$ cat src/rtl/mmio_pkg.sv
// Shared constants for the memory-mapped LED/RGB PWM peripheral.
// Register offsets are word indices, selected by addr[4:2].
package mmio_pkg;

  localparam logic [2:0] OFF_LED      = 3'd0;
  localparam logic [2:0] OFF_DUTY_R   = 3'd1;
  localparam logic [2:0] OFF_DUTY_G   = 3'd2;
  localparam logic [2:0] OFF_DUTY_B   = 3'd3;
  localparam logic [2:0] OFF_PRESCALE = 3'd4;
  localparam logic [2:0] OFF_MILLIS   = 3'd5;
  localparam logic [2:0] OFF_MICROS   = 3'd6;

  localparam logic [31:0] DEF_BASE_ADDR = 32'hFFFF_FF00;

  // About 1 kHz PWM at 12 MHz: 12e6 / (47 * 256).
  localparam logic [15:0] PRESCALE_RST = 16'd46;

  function automatic logic [31:0] merge_bytes(
    input logic [31:0] old_val,
    input logic [31:0] new_val,
    input logic [3:0]  mask
  );
    logic [31:0] res;
    for (int i = 0; i < 4; i++) begin
      res[8*i +: 8] = mask[i] ? new_val[8*i +: 8] : old_val[8*i +: 8];
    end
    return res;
  endfunction

endpackage

$ cat src/rtl/pwm_channel.sv
// One PWM colour channel: duty shadow that reloads at period start,
// compare against the shared period counter, and a registered output.
module pwm_channel #(
  parameter int unsigned PWM_W = 8
) (
  input  logic             clk,
  input  logic             reset,
  input  logic             i_load,
  input  logic [PWM_W-1:0] i_duty,
  input  logic [PWM_W-1:0] i_cnt,
  output logic             o_pwm
);

  logic [PWM_W-1:0] r_shadow;
  logic             r_pwm;

  always_ff @(posedge clk or negedge reset) begin
    if (!reset) begin
      r_shadow <= '0;
      r_pwm    <= 1'b0;
    end else begin
      if (i_load) begin
        r_shadow <= i_duty;
      end
      r_pwm <= (i_cnt < r_shadow);
    end
  end

  assign o_pwm = r_pwm;

endmodule

$ cat src/rtl/mmio_led_pwm.sv
// Memory-mapped LED / RGB PWM peripheral with free-running us/ms timers.
// 32-byte register window; registered reads with one cycle of latency.
module mmio_led_pwm
  import mmio_pkg::*;
#(
  parameter int unsigned CLK_HZ    = 12000000,
  parameter logic [31:0] BASE_ADDR = DEF_BASE_ADDR,
  parameter int unsigned PWM_W     = 8
) (
  input  logic        clk,
  input  logic        reset,
  input  logic [31:0] addr,
  input  logic        wen,
  input  logic [3:0]  wmask,
  input  logic [31:0] wdata,
  input  logic        ren,
  output logic [31:0] rdata,
  output logic        hit,
  output logic        LED,
  output logic        RGB_R,
  output logic        RGB_G,
  output logic        RGB_B
);

  localparam int unsigned US_DIV  = (CLK_HZ >= 1000000) ? CLK_HZ / 1000000 : 1;
  localparam int unsigned MS_DIV  = (CLK_HZ >= 1000) ? CLK_HZ / 1000 : 1;
  localparam logic [31:0] US_LAST = 32'(US_DIV - 1);
  localparam logic [31:0] MS_LAST = 32'(MS_DIV - 1);

  logic             r_led;
  logic [PWM_W-1:0] r_duty_r;
  logic [PWM_W-1:0] r_duty_g;
  logic [PWM_W-1:0] r_duty_b;
  logic [15:0]      r_prescale;
  logic [15:0]      r_pre_cnt;
  logic [PWM_W-1:0] r_pwm_cnt;
  logic [31:0]      r_us_div;
  logic [31:0]      r_ms_div;
  logic [31:0]      r_micros;
  logic [31:0]      r_millis;
  logic [31:0]      r_rdata;

  logic [2:0]       w_off;
  logic             w_wr;
  logic             w_ps_wr;
  logic [31:0]      w_rd_val;
  logic [31:0]      w_wr_val;
  logic             w_tick;
  logic             w_wrap;
  logic             w_unused_addr;

  assign w_off         = addr[4:2];
  assign hit           = (addr[31:5] == BASE_ADDR[31:5]);
  assign w_wr          = wen & hit;
  assign w_ps_wr       = w_wr && (w_off == OFF_PRESCALE);
  assign w_unused_addr = ^addr[1:0];

  always_comb begin
    w_rd_val = '0;
    case (w_off)
      OFF_LED:      w_rd_val = {31'd0, r_led};
      OFF_DUTY_R:   w_rd_val = 32'(r_duty_r);
      OFF_DUTY_G:   w_rd_val = 32'(r_duty_g);
      OFF_DUTY_B:   w_rd_val = 32'(r_duty_b);
      OFF_PRESCALE: w_rd_val = {16'd0, r_prescale};
      OFF_MILLIS:   w_rd_val = r_millis;
      OFF_MICROS:   w_rd_val = r_micros;
      default:      w_rd_val = '0;
    endcase
  end

  // The current value of the addressed register supplies the unmasked bytes.
  assign w_wr_val = merge_bytes(w_rd_val, wdata, wmask);

  always_ff @(posedge clk or negedge reset) begin
    if (!reset) begin
      r_led      <= 1'b0;
      r_duty_r   <= '0;
      r_duty_g   <= '0;
      r_duty_b   <= '0;
      r_prescale <= PRESCALE_RST;
    end else if (w_wr) begin
      case (w_off)
        OFF_LED:      r_led      <= w_wr_val[0];
        OFF_DUTY_R:   r_duty_r   <= w_wr_val[PWM_W-1:0];
        OFF_DUTY_G:   r_duty_g   <= w_wr_val[PWM_W-1:0];
        OFF_DUTY_B:   r_duty_b   <= w_wr_val[PWM_W-1:0];
        OFF_PRESCALE: r_prescale <= w_wr_val[15:0];
        default:      ;
      endcase
    end
  end

  always_ff @(posedge clk or negedge reset) begin
    if (!reset) begin
      r_rdata <= '0;
    end else if (ren) begin
      r_rdata <= hit ? w_rd_val : 32'd0;
    end
  end

  assign w_tick = (r_pre_cnt == r_prescale);
  assign w_wrap = w_tick && (r_pwm_cnt == '1);

  always_ff @(posedge clk or negedge reset) begin
    if (!reset) begin
      r_pre_cnt <= '0;
      r_pwm_cnt <= '0;
    end else begin
      if (w_ps_wr || w_tick) begin
        r_pre_cnt <= '0;
      end else begin
        r_pre_cnt <= r_pre_cnt + 16'd1;
      end
      if (w_tick) begin
        r_pwm_cnt <= r_pwm_cnt + PWM_W'(1);
      end
    end
  end

  always_ff @(posedge clk or negedge reset) begin
    if (!reset) begin
      r_us_div <= '0;
      r_ms_div <= '0;
      r_micros <= '0;
      r_millis <= '0;
    end else begin
      if (r_us_div == US_LAST) begin
        r_us_div <= '0;
        r_micros <= r_micros + 32'd1;
      end else begin
        r_us_div <= r_us_div + 32'd1;
      end
      if (r_ms_div == MS_LAST) begin
        r_ms_div <= '0;
        r_millis <= r_millis + 32'd1;
      end else begin
        r_ms_div <= r_ms_div + 32'd1;
      end
    end
  end

  pwm_channel #(.PWM_W(PWM_W)) u_ch_r (
    .clk    (clk),
    .reset  (reset),
    .i_load (w_wrap),
    .i_duty (r_duty_r),
    .i_cnt  (r_pwm_cnt),
    .o_pwm  (RGB_R)
  );

  pwm_channel #(.PWM_W(PWM_W)) u_ch_g (
    .clk    (clk),
    .reset  (reset),
    .i_load (w_wrap),
    .i_duty (r_duty_g),
    .i_cnt  (r_pwm_cnt),
    .o_pwm  (RGB_G)
  );

  pwm_channel #(.PWM_W(PWM_W)) u_ch_b (
    .clk    (clk),
    .reset  (reset),
    .i_load (w_wrap),
    .i_duty (r_duty_b),
    .i_cnt  (r_pwm_cnt),
    .o_pwm  (RGB_B)
  );

  assign rdata = r_rdata;
  assign LED   = r_led;

endmodule

$ cat config.mk
export PLATFORM = sky130hd
export DESIGN_NAME = mmio_led_pwm
export DESIGN_NICKNAME = d
export VERILOG_FILES = /design/src/rtl/mmio_pkg.sv /design/src/rtl/pwm_channel.sv /design/src/rtl/mmio_led_pwm.sv
export SDC_FILE = /design/constraint.sdc
export NUM_CORES = 1
export LEC_CHECK = 0
export CAP_MARGIN = 15
export CELL_PAD_IN_SITES_DETAIL_PLACEMENT = 2
export CELL_PAD_IN_SITES_GLOBAL_PLACEMENT = 2
export CORE_UTILIZATION = 35
export CTS_CLUSTER_DIAMETER = 200
export CTS_CLUSTER_SIZE = 25
export DETAILED_ROUTE_END_ITERATION = 16
export PLACE_DENSITY = 0.81
export SLEW_MARGIN = 20
export SYNTH_ARGS = -nofsm -noshare
export SYNTH_HDL_FRONTEND = slang
export SYNTH_SLANG_ARGS = --single-unit
$ cat constraint.sdc
create_clock -name clk -period 2.3 [get_ports clk]
set_clock_uncertainty 0.05 [all_clocks]
set_input_delay 0.23 -clock clk [delete_from_list [all_inputs] [get_ports clk]]
set_output_delay 0.23 -clock clk [all_outputs]
set_load 0.005 [all_outputs]
# Yosys cells after proc, flatten, opt, wreduce, memory -nomap -nowiden
# Index checks and enable logic that the tools add are counted.
dict set report classes {
  div 0
  n_mux 7
  n_lt_le_gt_ge 3
  reduce_logical 9
  mul 0
  shifts 0
  n_bitwise 1
  addsub 6
  eq_ne 11
}
# cell count
set op_table {}
lappend op_table {{case mux 32 bit (7 select lines)} 1}
lappend op_table {{adder 32 x 1 -> 32 bit (second input constant)} 4}
lappend op_table {{2-to-1 mux 32 bit} 3}
lappend op_table {{== test 32 x 14 -> 1 bit (second input constant)} 1}
lappend op_table {{== test 32 x 4 -> 1 bit (second input constant)} 1}
lappend op_table {{== test 27 bit (second input constant)} 1}
lappend op_table {{less-than comparator 8 bit} 3}
lappend op_table {{adder 16 x 1 -> 16 bit (second input constant)} 1}
lappend op_table {{== test 16 bit} 1}
lappend op_table {{2-to-1 mux 16 bit} 1}
lappend op_table {{2-to-1 mux 8 bit} 2}
lappend op_table {{AND reduction 2 bit} 5}
lappend op_table {{== test 3 bit (second input constant)} 3}
lappend op_table {{adder 8 x 1 -> 8 bit (second input constant)} 1}
lappend op_table {{== test 8 bit (second input constant)} 1}
lappend op_table {{== test 3 x 2 -> 1 bit (second input constant)} 2}
lappend op_table {{== test 3 x 1 -> 1 bit (second input constant)} 1}
lappend op_table {{zero test 3 bit} 1}
lappend op_table {{logical AND 1 bit} 2}
lappend op_table {{AND 1 bit} 1}
lappend op_table {{logical OR 1 bit} 1}
dict set report totals {
  mem_count 0
  out_inout_bits 37
  latch_bits 0
  mem_bits_rw 0
  inputBits 72
  ff_bits 252
  romBits 0
  elab_cells 55
}

# Depth between registers and ports, before layout
# Gate-level depths: netlist of run 1.
dict set report depth {
  ltp_word 5
  mapped_depth 8
  mapped_depth_nobuf 6
}

# By module
# From an unflattened synthesis of run 1, not the netlist that was laid out.
dict set report unflattened {
  cells_unflattened 1172
  area_unflattened_um2 12396.9
}
# mod cells_each area_each_um2 seq_area_each_um2 n_inst
set modules_own_cells {}
lappend modules_own_cells {mmio_led_pwm 1022 10959.3 5635.4 1}
lappend modules_own_cells {pwm_channel 50 479.2 225.2 3}

# Least setup slack after synthesis of run 1
# Ideal clock, no wire load.
dict set report synth_path {
  path_type {register -> register}
  startpoint {register r_prescale[5]}
  endpoint {register u_ch_b.r_shadow[4]}
  t_required_ns 2.125
  slack_ns 0.116
  t_arrival_ns 2.009
  n_path_buf 1
  setup_ns 0.125
  synth_period_minus_slack_ns 2.184
  path_stages_with_launch 7
  path_cell_list {dfstp_2 -> xnor2_1 -> nand4_1 -> nor4_4 -> nand4_4 -> buf_6 -> mux2_4}
}
dict set report synth_via {
  elab_chain_len 2
}
# element line
set synth_lines {}
lappend synth_lines {{from (decl)} mmio_led_pwm.sv:34} ;# logic [15:0] r_prescale;
lappend synth_lines {{from (signal assigned)} mmio_led_pwm.sv:88} ;# OFF_PRESCALE: r_prescale <= w_wr_val[15:0];
lappend synth_lines {{== test 16 bit} mmio_led_pwm.sv:102} ;# assign w_tick = (r_pre_cnt == r_prescale);
lappend synth_lines {{logical AND 1 bit} mmio_led_pwm.sv:103} ;# assign w_wrap = w_tick && (r_pwm_cnt == '1);
lappend synth_lines {{to (signal assigned)} pwm_channel.sv:23} ;# r_shadow <= i_duty;
lappend synth_lines {{to (decl)} pwm_channel.sv:14} ;# logic [PWM_W-1:0] r_shadow;
# Every way passes these cells.
# A chain may end at the register's enable or synchronous reset.

# Worst setup path in the final report of run 1
dict set report layout_path {
  startpoint {register r_us_div[0]}
  endpoint {register r_micros[31]}
}
dict set report layout_via {
  elab_chain_len 1
}
# element line
set layout_lines {}
lappend layout_lines {{from (decl)} mmio_led_pwm.sv:37} ;# logic [31:0] r_us_div;
lappend layout_lines {{from (signal assigned)} mmio_led_pwm.sv:132} ;# r_us_div <= r_us_div + 32'd1;
lappend layout_lines {{== test 32 x 4 -> 1 bit} mmio_led_pwm.sv:128} ;# if (r_us_div == US_LAST) begin
lappend layout_lines {{to (signal assigned)} mmio_led_pwm.sv:130} ;# r_micros <= r_micros + 32'd1;
lappend layout_lines {{to (decl)} mmio_led_pwm.sv:39} ;# logic [31:0] r_micros;
# Every way passes these cells.

==> summary.md, run 1 <==
| Metric | Value |
|---|---|
| Outcome | completed |
| Ratio of cells with drive above 1 in the final layout | 16.3% |
| Internal | 5.87 mW |
| Via/cell ratio | 5.44 |
| Normalized max-slew margin | 47.5% |
| Sum of net half-perimeters after detailed placement | 29000 um |
| Die Y-Extent | 190 um |
| Worst Setup End Kind | flip-flop |
| Hold Path Class | primary input to async pin |
| Number of synthesized register bits | 252 |
| YS warnings | 0 |
| Largest area contributor in the synthesized netlist | sky130_fd_sc_hd__dfrtp_1 |
| Initial antenna violation count | 0 |
| Fraction of power consumed by the clock network | 36.4% |
| FMAX | 454 MHz |
| Via count of the first global-routing pass | 10.8k |
| Worst Tran Pin Value | 0.788 ns |
| Top-area cell type share of the netlist area | 50.1% |
| Worst-case reg-to-reg path depth | 8 |
| Detailed-router iteration count before antenna repair | 4 |
| Least setup slack across all paths after layout | 0.0992 ns |
| Worst setup path category | flip-flop to flip-flop |
| Die Footprint | 0.0361 mm2 |
| Sequential group share of total power | 57.9% |
| Switch share | 23.5% |
| Number of synthesized flops with an enable pin | 0 |
| Clock H-tree levels | 1 |
| Cell area reported after detailed placement | 0.0145 mm2 |
| Worst-skew pair later-pin latency | 0.50 ns |
| Post-Syn Area per Cell | 11.2 um2 |
| Dominant cells by area after synthesis | sky130_fd_sc_hd__dfrtp_1 50%, sky130_fd_sc_hd__xnor2_1 7.2%, sky130_fd_sc_hd__mux2_2 4.9%, sky130_fd_sc_hd__xor2_1 4.0%, sky130_fd_sc_hd__ha_1 2.7% |
| Initial Utilization | 35.7% |
| Prevailing post-synth register cell | sky130_fd_sc_hd__dfrtp_1 |
| Layout overhead on the synthesized area | 20.8% |
| Number of distinct library cells after synthesis | 57 |
| Crit path time final | 2.20 ns |
| Comb power frac | 5.7% |
| Number of nets in the synthesized netlist | 1205 |
| I/O pin total | 109 |
| Max Root-Sink Buffers | 3 |
| Share of the cycle needed by the critical path after routing | 95.7% |
| Async set or reset register ratio after synthesis | 100% |
| VDD IR max | 355 uV |
| Setup repair after global routing missed its margin | no |
| Total routed wirelength | 39300 um |
| # fillers | 3617 |
| Number of instances in the synthesized netlist | 1106 |
| Post-synthesis instance area | 0.0124 mm2 |
| Sequential element share of the synthesized area | 51.0% |
| Hold Worst Slack | 0.156 ns |
| Routed vias | 9410 |
| Overall overflow remaining after global route | 0 |
| Leakage power | 6.71 nW |
| Count of standard-cell rows | 68 |
| Num CTS Buffers | 14 |
| Layout Cell Area excl Fill | 0.0150 mm2 |
| Category of the worst setup path launch point | flip-flop |
| Maximum number of pins on one net before global-route repair | 62 |
| Global-route wire length before repair | 63200 um |
| Pwr Density | 512 mW/mm2 |
| Iteration-0 DRC count of the detailed router | 371 |
| Number of nets still failing antenna checks after routing | 0 |
| Count of pins over their slew limit | 0 |
| Worst EP arrival | 2.54 ns |
| Routed length per instance | 22.7 um |
| P_sw | 1.80 mW |
| Root cell of the clock tree | sky130_fd_sc_hd__clkbuf_16 |
| Die span in x | 190 um |
| Leading cell type in the layout, fill and taps excluded | sky130_fd_sc_hd__dfrtp_1 |
| Maximum fanout encountered on the critical timing path | 8 |
| Final setup viols | 0 |
| Non-Filler Instances | 1730 |
| Clock sink count | 252 |
| I/O Buffers | 88 |
| Final-report hold violation count | 0 |
| Worst Path Required | 2.64 ns |
| Total instance count after detailed placement | 1704 |
| All-Layer GR Usage | 22.4% |
| Clock-pin transition on the worst setup and hold timing paths | 0.10 ns |
| Weighted congestion at the end of routability-driven global placement | 0.802 |
| Top library cells by usage in the layout, fill and taps aside | 248 x sky130_fd_sc_hd__dfrtp_1, 102 x sky130_fd_sc_hd__xnor2_1, 88 x sky130_fd_sc_hd__nand2_1 |
| Max capacitance violation total | 0 |
| DRC | 0 |
| Post-layout nets | 1366 |
| Placeable core region | 0.0347 mm2 |
| # diodes | 0 |
| Pre-CTS setup slack | -0.386 ns |
| CTS tree | done |
## path summary, 6_finish.rpt
path                               from  slack [ns]       endpoint
min in group clk               wdata[8]        0.41  r_prescale[8]
max reg2reg                 r_us_div[0]         0.1   r_micros[31]
max in group asynchronous         reset        1.27   r_us_div[16]
min                               reset        0.16   r_pwm_cnt[2]
max                         r_us_div[0]         0.1   r_micros[31]
min reg2reg                r_ms_div[31]        0.43   r_ms_div[31]
## synthesized netlist by cell type, types with 4 or more instances
cell,count
sky130_fd_sc_hd__nand2b_1,4
sky130_fd_sc_hd__o31ai_1,13
sky130_fd_sc_hd__dfstp_2,4
sky130_fd_sc_hd__inv_1,39
sky130_fd_sc_hd__a31o_2,4
sky130_fd_sc_hd__a221o_1,4
sky130_fd_sc_hd__nand2_1,88
sky130_fd_sc_hd__xnor2_1,102
sky130_fd_sc_hd__clkbuf_1,19
sky130_fd_sc_hd__o2bb2ai_1,28
sky130_fd_sc_hd__and3_1,35
sky130_fd_sc_hd__mux2_2,54
sky130_fd_sc_hd__nand3_2,4
sky130_fd_sc_hd__and4_1,21
sky130_fd_sc_hd__buf_2,7
sky130_fd_sc_hd__ha_1,27
sky130_fd_sc_hd__a22oi_1,22
sky130_fd_sc_hd__mux2i_1,16
sky130_fd_sc_hd__xor2_1,56
sky130_fd_sc_hd__nand3_1,56
sky130_fd_sc_hd__mux2_4,20
sky130_fd_sc_hd__nand4_1,49
sky130_fd_sc_hd__nor4_1,22
sky130_fd_sc_hd__o21ai_0,25
sky130_fd_sc_hd__nor2b_1,9
sky130_fd_sc_hd__dfrtp_1,248
sky130_fd_sc_hd__nor3_1,17
sky130_fd_sc_hd__nor2_1,64
## logic make-up (layout without fill, tap and decap cells)
| family | count (synthesis) | in the layout | synth area share [%] |
|---|---|---|---|
| buffers and inverters | 73 | 242 | 2.48 |
| muxes | 91 | 91 | 8.72 |
| DFF | 252 | 252 | 51.0 |
| adders and majority gates | 27 | 27 | 2.73 |
| AOI/OAI and AO/OA | 114 | 114 | 6.86 |
| xor gates and xnor gates | 158 | 158 | 11.2 |
| and+or+nand+nor | 391 | 391 | 17.1 |
## state kept, by name, indices dropped and copies added (netlist names), 16 cells and up
register and cells:
r_micros 32, r_millis 32, r_ms_div 32, r_us_div 32, rdata 32, r_pre_cnt 16, r_prescale 16
## metrics by stage
step	power, mW	setup TNS [ns]	utilization [%]
2_1_floorplan	4.63	0	-
4_1_cts	7.79	0	43.0
6_report	7.66	0	43.1
3_3_place_gp	4.94	-9.44	41.6
5_1_grt	7.94	0	43.1
3_5_place_dp	4.96	-13.20	41.6
## area by class of cell
class                      instances  area (um2)  share of cell area, %
multi-input combinational        781        5820                   38.9
clock buffer                      23         405                   2.71
tap                              455         569                   3.80
inverter                          40         151                   1.01
timing repair buffer             178        1680                   11.2
clock inverter                     1        30.0                  0.201
sequential                       252        6310                   42.2
## power groups by stage
stage	Clock, mW	Sequential (mW)	Combinational, mW
2_1_floorplan	0	4.52	0.108
3_3_place_gp	0	4.53	0.410
3_5_place_dp	0	4.53	0.431
4_1_cts	2.91	4.44	0.440
5_1_grt	3.02	4.44	0.470
6_report	2.79	4.44	0.434
## critical path, stage by stage (launching register included)
cell and delay [ns]:
sky130_fd_sc_hd__dfrtp_1 0.42, sky130_fd_sc_hd__ha_1 0.20, sky130_fd_sc_hd__and4bb_2 0.24, sky130_fd_sc_hd__nand4_1 0.15
sky130_fd_sc_hd__buf_4 0.23, sky130_fd_sc_hd__nor4_1 0.33, sky130_fd_sc_hd__buf_4 0.21, sky130_fd_sc_hd__nand3_1 0.12
sky130_fd_sc_hd__xnor2_1 0.15
## what timing repair did
| action | 4_1_cts | 5_1_grt |
|---|---|---|
| buffers inserted | 0 | 1 |
| endpoints found under the setup margin | 2 | 54 |
| gates resized for setup | 4 | 8 |
| hold buffers | 1 | 0 |
| endpoints found under the hold margin | 189 | 0 |
| pin swaps | 1 | 1 |
## metal layers
| metal | GRT usage (%) | routed length [um] |
|---|---|---|
| met2 | 41.0 | 20800 |
| met5 | 0 | 0 |
| met3 | 2.47 | 1090 |
| met1 | 26.9 | 15900 |
| met4 | 8.41 | 1520 |
Note: power is estimated with default switching activity, not from simulation.
==> run 2, diff against run 1 <==
--- a/config.mk
+++ b/config.mk
@@ -5,14 +5,15 @@
 export SDC_FILE = /design/constraint.sdc
 export NUM_CORES = 1
 export LEC_CHECK = 0
+export ABC_AREA = 1
 export CAP_MARGIN = 15
 export CELL_PAD_IN_SITES_DETAIL_PLACEMENT = 2
 export CELL_PAD_IN_SITES_GLOBAL_PLACEMENT = 2
-export CORE_UTILIZATION = 35
+export CORE_UTILIZATION = 30
 export CTS_CLUSTER_DIAMETER = 200
 export CTS_CLUSTER_SIZE = 25
 export DETAILED_ROUTE_END_ITERATION = 16
-export PLACE_DENSITY = 0.81
+export PLACE_DENSITY_LB_ADDON = 0.1
 export SLEW_MARGIN = 20
 export SYNTH_ARGS = -nofsm -noshare
 export SYNTH_HDL_FRONTEND = slang
==> run 2 against run 1 <==
  * Sequential power hardly changed
  * Die area is 41% higher
  * Critical path depth stayed put
  * Core utilization is 7.7 points lower
  * Critical endpoint is now hit
  * Largest cell class is now multi-input combinational cells
  * Largest power group unchanged
==> summary.md, run 2 <==
| Metric | Value |
|---|---|
| Delay contributed by the slowest stage of the critical path | 0.52 ns |
| P_sw | 1.91 mW |
| Async set or reset register ratio after synthesis | 100% |
| Die span in x | 226 um |
| Hold Path Class | primary input to async pin |
| Final-report hold violation count | 0 |
| Weighted congestion at the end of routability-driven global placement | 0.836 |
| Worst Tran Pin Value | 0.676 ns |
| Total routed wirelength | 54200 um |
| Num CTS Buffers | 14 |
| Area of the multi-input gates | 0.00752 mm2 |
| Share of the cycle needed by the critical path after routing | 94.2% |
| Die Footprint | 0.0511 mm2 |
| Pwr Density | 443 mW/mm2 |
| Sequential group share of total power | 57.4% |
| Initial antenna violation count | 0 |
| Clock H-tree levels | 1 |
| Routed vias | 14.5k |
| Max capacitance violation total | 0 |
| # fillers | 5982 |
| Count leader, synth | sky130_fd_sc_hd__nand2_1 |
| FMAX | 461 MHz |
| Top-area cell type share of the netlist area | 41.2% |
| Worst setup path category | primary input to primary output |
| Outcome | completed |
| I/O pin total | 109 |
| Sequential element share of the synthesized area | 41.9% |
| Number of instances in the synthesized netlist | 2210 |
| Clock-pin transition on the worst setup and hold timing paths | 0.11 ns |
| YS warnings | 0 |
| Worst-case reg-to-reg path depth | 7 |
| Dominant cell type by count on the critical path | sky130_fd_sc_hd__nand2_1 |
| Max Root-Sink Buffers | 3 |
| Initial Utilization | 30.6% |
| Switch share | 24.7% |
| Number of nets still failing antenna checks after routing | 0 |
| Worst Setup End Kind | primary output |
| Count of pins over their slew limit | 0 |
| Register Area | 0.00631 mm2 |
| Via count of the first global-routing pass | 15.9k |
| Worst-skew pair later-pin latency | 0.53 ns |
| Detailed-router iteration count before antenna repair | 5 |
| Max stage delay cell, worst path | sky130_fd_sc_hd__clkdlybuf4s50_1 |
| DRC | 0 |
| Category of the worst setup path launch point | primary input |
| Number of synthesized register bits | 252 |
| Layout overhead on the synthesized area | 15.8% |
| Critical path's top delay family | buffers and inverters |
| Leading cell type in the layout, fill and taps excluded | sky130_fd_sc_hd__nand2_1 |
| Ordered cell list for the critical path | clkdlybuf4s50_1 > nand2_1 > nor2_1 > nand2_1 > nor2_2 > nand2_1 > clkinv_1 > clkdlybuf4s50_1 |
| Leakage power | 8.50 nW |
| Via/cell ratio | 4.84 |
| Top library cells by usage in the layout, fill and taps aside | 920 x sky130_fd_sc_hd__nand2_1, 262 x sky130_fd_sc_hd__nor2_1, 248 x sky130_fd_sc_hd__dfrtp_1 |
| VDD IR max | 406 uV |
| Count of standard-cell rows | 81 |
| Normalized max-slew margin | 54.9% |
| Iteration-0 DRC count of the detailed router | 469 |
| Internal | 5.82 mW |
| Worst Path Required | 2.02 ns |
| Post-layout nets | 2415 |
| Number of synthesized flops with an enable pin | 0 |
| Die Y-Extent | 226 um |
| Prevailing post-synth register cell | sky130_fd_sc_hd__dfrtp_1 |
| Critical path buffer and inverter count | 3 |
| Total setup buffers inserted after CTS | 0 |
| Dominant cells by area after synthesis | sky130_fd_sc_hd__dfrtp_1 41%, sky130_fd_sc_hd__nand2_1 23%, sky130_fd_sc_hd__nor2_1 6.6%, sky130_fd_sc_hd__inv_1 6.2%, sky130_fd_sc_hd__nand3_1 4.3% |
| Setup repair after global routing missed its margin | no |
| # diodes | 0 |
| Global-route wire length before repair | 87400 um |
| Final standard cell utilization of the core | 35.4% |
| Final setup viols | 0 |
| List of most frequent post-synthesis cells | 920 x sky130_fd_sc_hd__nand2_1, 263 x sky130_fd_sc_hd__nor2_1, 248 x sky130_fd_sc_hd__dfrtp_1 |
| Root cell of the clock tree | sky130_fd_sc_hd__clkbuf_16 |
| I/O Buffers | 88 |
| Hold Worst Slack | 0.183 ns |
| Maximum fanout encountered on the critical timing path | 2 |
| Crit path time final | 2.17 ns |
| Routed length per instance | 18.1 um |
| Sum of net half-perimeters after detailed placement | 43200 um |
| Number of distinct library cells after synthesis | 34 |
| Number of nets in the synthesized netlist | 2309 |
| Instance count on the critical path | 8 |
| Placeable core region | 0.0493 mm2 |
| All-Layer GR Usage | 21.7% |
| Worst EP arrival | 1.89 ns |
| CTS tree | done |
| Fraction of power consumed by the clock network | 37.6% |
| Resized cells post-CTS | 0 |
| Post-Syn Area per Cell | 6.82 um2 |
| Comb power frac | 5.0% |
| Post-synthesis instance area | 0.0151 mm2 |
| Maximum number of pins on one net before global-route repair | 64 |
| Clock sink count | 252 |
| Ratio of cells with drive above 1 in the final layout | 4.43% |
| Largest area contributor in the synthesized netlist | sky130_fd_sc_hd__dfrtp_1 |
| Overall overflow remaining after global route | 0 |
run 2: metrics by stage:
| stage | worst slack [ns] | instances | instance area, um2 | setup TNS (ns) | power, mW |
|---|---|---|---|---|---|
| 6_report | 0.133 | 2987 | 17400 | 0 | 7.73 |
| 5_1_grt | 0.0441 | 2987 | 17400 | 0 | 8.05 |
| 4_1_cts | 0.0913 | 2987 | 17400 | 0 | 7.93 |
| 3_5_place_dp | -0.0603 | 2963 | 17000 | -0.311 | 4.92 |
| 3_3_place_gp | 0.0352 | 2963 | 17000 | 0 | 4.91 |
| 2_1_floorplan | 0.643 | 2210 | 15100 | 0 | 4.64 |
run 2: logic make-up after synthesis:
logic type / share of synthesized area (%)
DFF: 41.9
buffers and inverters: 8.22
xor gates and xnor gates: 4.48
AOI/OAI and AO/OA: 2.93
and+or+nand+nor: 40.2
adders and majority gates: 2.24
run 2: metal layers:
layer	up-vias	wire length [um]	global-route usage, %
met5	-	0	0
met4	0	976	4.08
met3	49	1140	2.08
met2	126	26000	37.6
met1	7208	26100	29.4
li1	7069	-	-
run 2: power groups by stage:
stage / clock network (mW) / logic (mW) / registers, mW
floorplan: 0 / 0.118 / 4.52
global placement: 0 / 0.390 / 4.52
detailed placement: 0 / 0.399 / 4.52
CTS: 3.09 / 0.402 / 4.44
global route: 3.18 / 0.433 / 4.44
finish: 2.91 / 0.388 / 4.44
run 2: cell type report:
cell class	count	share of cell area (%)
Clock inverter	1	0.172
Inverter	260	5.62
Multi-Input combinational cell	1648	43.1
Clock buffer	22	2.30
Sequential cell	252	36.2
Timing Repair Buffer	140	7.83
Tap cell	664	4.76
run 2: worst paths after layout:
| kind | start | end | slack (ns) |
|---|---|---|---|
| worst max-delay path | addr[26] | hit | 0.13 |
| worst min-delay path | reset | r_ms_div[16] | 0.18 |
| worst max register to register | r_ms_div[0] | r_millis[0] | 0.20 |
| worst min register to register | r_ms_div[0] | r_ms_div[0] | 0.43 |
| max in group asynchronous | reset | u_ch_g.r_shadow[1] | 1.17 |
| min in group clk | wdata[13] | r_prescale[13] | 0.31 |
run 2: repair_timing:
item / CTS / global route
endpoints found under the hold margin: 56 / 0
hold buffers: 1 / 0
setup endpoints to repair: 0 / 0
